<file path="config.mk">
export PLATFORM = sky130hd
export DESIGN_NAME = char_input_cond
export DESIGN_NICKNAME = d
export VERILOG_FILES = /design/src/rtl/char_input_cond.sv
export SDC_FILE = /design/constraint.sdc
export NUM_CORES = 1
export LEC_CHECK = 0
export ABC_AREA = 0
export BUFFER_PORTS_ARGS = -buffer_cell sky130_fd_sc_hd__buf_2
export CAP_MARGIN = 10
export CELL_PAD_IN_SITES_DETAIL_PLACEMENT = 1
export CELL_PAD_IN_SITES_GLOBAL_PLACEMENT = 1
export CORE_ASPECT_RATIO = 0.75
export CORE_MARGIN = 3
export CORE_UTILIZATION = 44
export CTS_BUF_LIST = sky130_fd_sc_hd__clkbuf_2
export CTS_CLUSTER_DIAMETER = 80
export DETAILED_ROUTE_END_ITERATION = 10
export GPL_ROUTABILITY_DRIVEN = 0
export HOLD_SLACK_MARGIN = 0.12
export PLACE_DENSITY = 0.75
export SYNTH_ARGS = -nofsm -noshare
export SYNTH_HDL_FRONTEND = slang
export SYNTH_SLANG_ARGS = --single-unit
</file>
<file path="constraint.sdc">
create_clock -name sys_clk -period 7.5 [get_ports sys_clk]
set_input_delay 0.375 -clock sys_clk [delete_from_list [all_inputs] [get_ports sys_clk]]
set_output_delay 0.375 -clock sys_clk [all_outputs]
set_load 0.03 [all_outputs]
</file>
<file path="src/rtl/char_input_cond.sv">
// char_input_cond: synchronises and debounces the three character buttons,
// generates the periodic physics tick and turns each debounced press into a
// single request held for one full tick period (left > right > jump).
module char_input_cond #(
    parameter int DEBOUNCE_CYCLES = 1000000,
    parameter int TICK_DIV        = 1666667,
    parameter int CNT_W           = 21
) (
    input  logic       sys_clk,
    input  logic       sys_rst,
    input  logic       left_btn,
    input  logic       right_btn,
    input  logic       jump_btn,
    output logic       phys_tick,
    output logic       left_req,
    output logic       right_req,
    output logic       jump_req,
    output logic       jump_hold,
    output logic [2:0] pend_dbg
);

    localparam logic [CNT_W-1:0] DEB_LAST  = CNT_W'(DEBOUNCE_CYCLES - 1);
    localparam logic [CNT_W-1:0] TICK_LAST = CNT_W'(TICK_DIV - 1);

    // Bit order everywhere is {jump, right, left}.
    logic [2:0]       btn_raw;
    logic [2:0]       sync1_reg;
    logic [2:0]       sync2_reg;
    logic [2:0]       stable;
    logic [2:0]       stable_d_reg;
    logic [2:0]       rise;
    logic [2:0]       pend_reg;
    logic [2:0]       pend_next;
    logic [2:0]       req_reg;
    logic [2:0]       req_next;
    logic             jump_hold_reg;
    logic [CNT_W-1:0] tick_cnt_reg;

    assign btn_raw = {jump_btn, right_btn, left_btn};

    // Two-flop synchroniser for the asynchronous button inputs.
    always_ff @(posedge sys_clk or posedge sys_rst) begin
        if (sys_rst) begin
            sync1_reg <= 3'b000;
            sync2_reg <= 3'b000;
        end else begin
            sync1_reg <= btn_raw;
            sync2_reg <= sync1_reg;
        end
    end

    genvar gi;
    generate
        for (gi = 0; gi < 3; gi++) begin : g_deb
            logic [CNT_W-1:0] deb_cnt_reg;
            logic             stable_reg;

            // Count consecutive disagreeing cycles; any agreeing cycle restarts the count.
            always_ff @(posedge sys_clk or posedge sys_rst) begin
                if (sys_rst) begin
                    deb_cnt_reg <= '0;
                    stable_reg  <= 1'b0;
                end else if (sync2_reg[gi] == stable_reg) begin
                    deb_cnt_reg <= '0;
                end else if (deb_cnt_reg == DEB_LAST) begin
                    stable_reg  <= ~stable_reg;
                    deb_cnt_reg <= '0;
                end else begin
                    deb_cnt_reg <= deb_cnt_reg + CNT_W'(1);
                end
            end

            assign stable[gi] = stable_reg;
        end
    endgenerate

    // Delayed copy of the debounced levels for 0->1 edge detection.
    always_ff @(posedge sys_clk or posedge sys_rst) begin
        if (sys_rst) begin
            stable_d_reg <= 3'b000;
        end else begin
            stable_d_reg <= stable;
        end
    end

    assign rise = stable & ~stable_d_reg;

    // Free-running physics tick divider.
    always_ff @(posedge sys_clk or posedge sys_rst) begin
        if (sys_rst) begin
            tick_cnt_reg <= '0;
        end else if (tick_cnt_reg == TICK_LAST) begin
            tick_cnt_reg <= '0;
        end else begin
            tick_cnt_reg <= tick_cnt_reg + CNT_W'(1);
        end
    end

    assign phys_tick = (tick_cnt_reg == TICK_LAST);

    // On a tick, issue the highest-priority pending request; a same-cycle rise re-arms its flag.
    always_comb begin
        req_next  = req_reg;
        pend_next = pend_reg;
        if (phys_tick) begin
            req_next = 3'b000;
            if (pend_reg[0]) begin
                req_next = 3'b001;
            end else if (pend_reg[1]) begin
                req_next = 3'b010;
            end else if (pend_reg[2]) begin
                req_next = 3'b100;
            end
            pend_next = pend_reg & ~req_next;
        end
        pend_next = pend_next | rise;
    end

    // Pending flags, request outputs and tick-aligned jump level.
    always_ff @(posedge sys_clk or posedge sys_rst) begin
        if (sys_rst) begin
            pend_reg      <= 3'b000;
            req_reg       <= 3'b000;
            jump_hold_reg <= 1'b0;
        end else begin
            pend_reg <= pend_next;
            req_reg  <= req_next;
            if (phys_tick) begin
                jump_hold_reg <= stable[2];
            end
        end
    end

    assign left_req  = req_reg[0];
    assign right_req = req_reg[1];
    assign jump_req  = req_reg[2];
    assign jump_hold = jump_hold_reg;
    assign pend_dbg  = pend_reg;

endmodule

</file>
; After elaboration in Yosys (flattened, before gate mapping)
; Index checks and enable logic that the tools add are counted.
[op_classes]
muxes = 12
addsub = 4
reduce_logical = 3
n_eq_ne = 7
n_bitwise = 11
[op_table]
columns = operator, n
row1 = 21-bit two-way mux, 7
row2 = "21-bit by 1-bit adder with 21-bit output, second input constant", 4
row3 = "21-bit by 20-bit == test with 1-bit output, second input constant", 3
row4 = "21-bit == test, second input constant", 1
row5 = 3-bit two-way mux, 5
row6 = 3-bit bitwise AND, 2
row7 = 1-bit NOT, 6
row8 = 3-bit NOT, 2
row9 = 2-bit AND reduction, 3
row10 = 1-bit == test, 3
row11 = 3-bit OR, 1
[word_totals]
wordCells = 50
out_inout_bits = 8
in_bits = 5
register_bits = 103

; Longest topological paths before layout
[depth]
depth_word = 8
mapped_depth = 7

; Worst setup path before layout
; No wires, ideal clock.
[synth_timing]
kind = reg-to-output
from = reg tick_cnt_reg[2]
to = out phys_tick
setup_slack_ns = 5.340
path_buffers = 2
arrival_ns = 1.785
path_stages_with_launch = 6
required_time_ns = 7.125
path_cell_list = dfrtp_1 > or3b_2 > or4_1 > buf_2 > nor2_4 > buf_4
[synth_between]
elab_chain_len = 1
[synth_rtl]
columns = element, line
row1 = from (decl), 37  ; logic [CNT_W-1:0] tick_cnt_reg;
row2 = from (signal assigned), 95  ; tick_cnt_reg <= tick_cnt_reg + CNT_W'(1);
row3 = 21-bit == test, 99  ; assign phys_tick = (tick_cnt_reg == TICK_LAST);
row4 = to (decl), 14  ; output logic phys_tick,
; No other way between the ends.

; Worst setup path in the final report
; Same ends and word-level chain as after synthesis.

==> reports/results.txt <==
Status - complete, no violations
Routed Antenna Nets - 0
H-tree Lvls - 3
Routed length per instance - 16.0 um
Syn_nets - 479
Placed cell area - 5040 um2
Die footprint - 12400 um2
Count of different cell masters after synthesis - 45
Avg Cell Area, Syn - 10.4 um2
DRT Wirelength - 10000 um
Synth top area cells - dfrtp_1, xor2_1, xnor2_1, nor2_1, nand4_1
First-pass GRT wire length - 18100 um
Tmin final - 3190 ps
Least-Margin Pin Slew - 1130 ps
Layout cells sized above 1 - 9.80%
CP max FO - 17
Primary FF master, synth - dfrtp_1
Final setup fails - 0
Share of the yosys chip area belonging to registers - 52.9%
Initial antenna violation count - 0
Vias in the first global route - 3766
Slew HR - 24.3%
Initial Util - 46.2%
Startpoint types - register
Number of synthesized flops with an enable pin - 0
Overflow after GRT - 0
Register bit total from synthesis - 103
CTS root buffer - clkbuf_2
Cell Pwr Density - 166 nW/um2
CP endpoint kind - primary output
Kind of critical path - register to primary output
CTS tree - done
DRT Pass-1 Iters - 4
Core area - 10500 um2
Max-Cap Viols - 0
Worst endpoint required time - 7120 ps
Final Cell Area - 5190 um2
Hold Fails Final Rpt - 0
Overall Power - 0.863 mW
Largest register FFs - 63
GRT Total Usage - 17.5%
Filler cell count - 1202
Clk buf depth - 2
Total CTS buffers - 9
Drt drc - 0
Ys async rst share - 100%
Worst Clk Skew - 27.3 ps
Clock-pin slew on the worst setup and hold paths - 280 ps
WL met2 - 4690 um
Final critical-path share of the clock period - 42.5%
Largest net degree at the start of global routing - 81
Maximum vdd drop - 0.0834 mV
PortBufs - 12
Rows - 32
Area leader, netlist - dfrtp_1
Nets - 496
Synth Cell Area - 4870 um2
Cell count after synthesis - 469
Leakage power - 2.22 nW
Min-Delay Path Class - primary input to async pin
Commonest cells in the netlist - dfrtp_1, nor2_1, xor2_1
Routed met1 length - 4990 um
First-iteration detailed-routing DRC count - 191
P&R area growth vs syn - 6.65%
Unrepaired setup endpoints after global routing - no
# diodes - 0
Die Ht - 97.1 um
Placed Cells - 607
Yosys warns - 0
Clock Latency Late Sink - 590 ps
Vias per inst - 5.56
Highest routed layer - met4
DP HPWL - 6930 um
Max Clk Rate - 314 MHz
Most common cell in the synthesized netlist - dfrtp_1
Final Instance Count excl. Fillers - 626
Via count - 3482
Number of setup buffers added after CTS - 0
DIE WIDTH - 127 um
Slew Limit Fails - 0
Setup_tns - 0 ps
Worst path arrival time - 2810 ps
Routed met3 length - 267 um
IO Pins - 13
Post-synth top area share - 52.9%
Clk sinks - 103
==> critical path, cell delays in order, from the launching register on <==
cell	delay, ps
dfrtp_1	490
or3b_2	470
or4_1	580
nor2_4	420
buf_2	280
==> cells in the final DEF, fill, tap and decap left out, drive strengths merged <==
cell type,instances
a21oi,18
a31o,1
a31oi,1
and2,2
and3,9
and4,10
buf,14
bufinv,1
clkbuf,9
clkinv,2
clkinvlp,1
dfrtp,103
dlygate4sd3,4
ha,5
inv,17
mux2,6
mux2i,2
nand2,28
nand3,28
nand4,24
nand4b,1
nand4bb,1
nor2,63
nor3,8
nor3b,1
nor4,7
nor4b,4
o21a,1
o21ai,17
o22a,1
o22ai,1
o31ai,8
o41ai,2
or3,17
or3b,1
or4,12
or4b,2
xnor2,27
xor2,31
==> repair_timing <==
item | CTS | global route
gates resized for setup | 0 | 0
hold endpoints to repair | 26 | 0
hold buffers | 4 | 0
==> layout make-up <==
class	instances	area (um2)	area share [%]
timing repair buffer	18	115	2.22
multi-input combinational	339	2160	41.6
clock inverter	6	68.8	1.32
inverter	15	58.8	1.13
clock buffer	9	45.0	0.867
sequential	103	2580	49.6
tap	136	170	3.28
==> logic make-up (layout without fill, tap and decap cells) <==
logic type | Yosys count | after routing | synth area share (%)
DFF | 103 | 103 | 52.9
AOI/OAI and AO/OA | 50 | 50 | 6.42
xor gates and xnor gates | 58 | 58 | 10.4
muxes | 8 | 8 | 1.80
adders and majority gates | 5 | 5 | 1.28
buffers and inverters | 27 | 48 | 2.85
and+or+nand+nor | 218 | 218 | 24.3
==> worst paths after layout <==
| check | startpoint | depth (start not counted) | slack, ps | to |
|---|---|---|---|---|
| setup / recovery | tick_cnt_reg[2]$_DFF_PP0_ | 4 | 4310 | phys_tick |
| hold / removal | sys_rst | 3 | 240 | g_deb[0].deb_cnt_reg[2]$_DFF_PP0_ |
| setup reg to reg | g_deb[2].deb_cnt_reg[13]$_DFF_PP0_ | 4 | 4860 | g_deb[2].deb_cnt_reg[11]$_DFF_PP0_ |
| hold reg to reg | sync1_reg[2]$_DFF_PP0_ | 0 | 390 | sync2_reg[2]$_DFF_PP0_ |
| max in group asynchronous | sys_rst | 4 | 5940 | g_deb[2].deb_cnt_reg[17]$_DFF_PP0_ |
| min in group sys_clk | right_btn | 2 | 380 | sync1_reg[1]$_DFF_PP0_ |
==> routing by layer <==
metal	vias to the layer above	global-route usage [%]
li1	1698	-
met4	0	3.38
met1	1751	23.8
met3	6	4.84
met2	27	28.4
met5	-	0
==> stage by stage <==
| stage | hold WS, ps | setup WS (ps) | util [%] |
|---|---|---|---|
| 4_1_cts | 181 | 4260 | 49.3 |
| 3_5_place_dp | 336 | 4880 | 47.9 |
| 5_1_grt | 159 | 4150 | 49.3 |
| 6_report | 237 | 4310 | 49.3 |
| 2_1_floorplan | 331 | 4420 | - |
| 3_3_place_gp | 338 | 4960 | 47.9 |
==> report_power, final <==
| part | internal, mW | switching, mW | total, mW |
|---|---|---|---|
| Combinational | 0.00799 | 0.0220 | 0.0300 |
| Clock | 0.0776 | 0.188 | 0.266 |
| Sequential | 0.562 | 0.00505 | 0.567 |
Note: power is estimated with default switching activity, not from simulation.
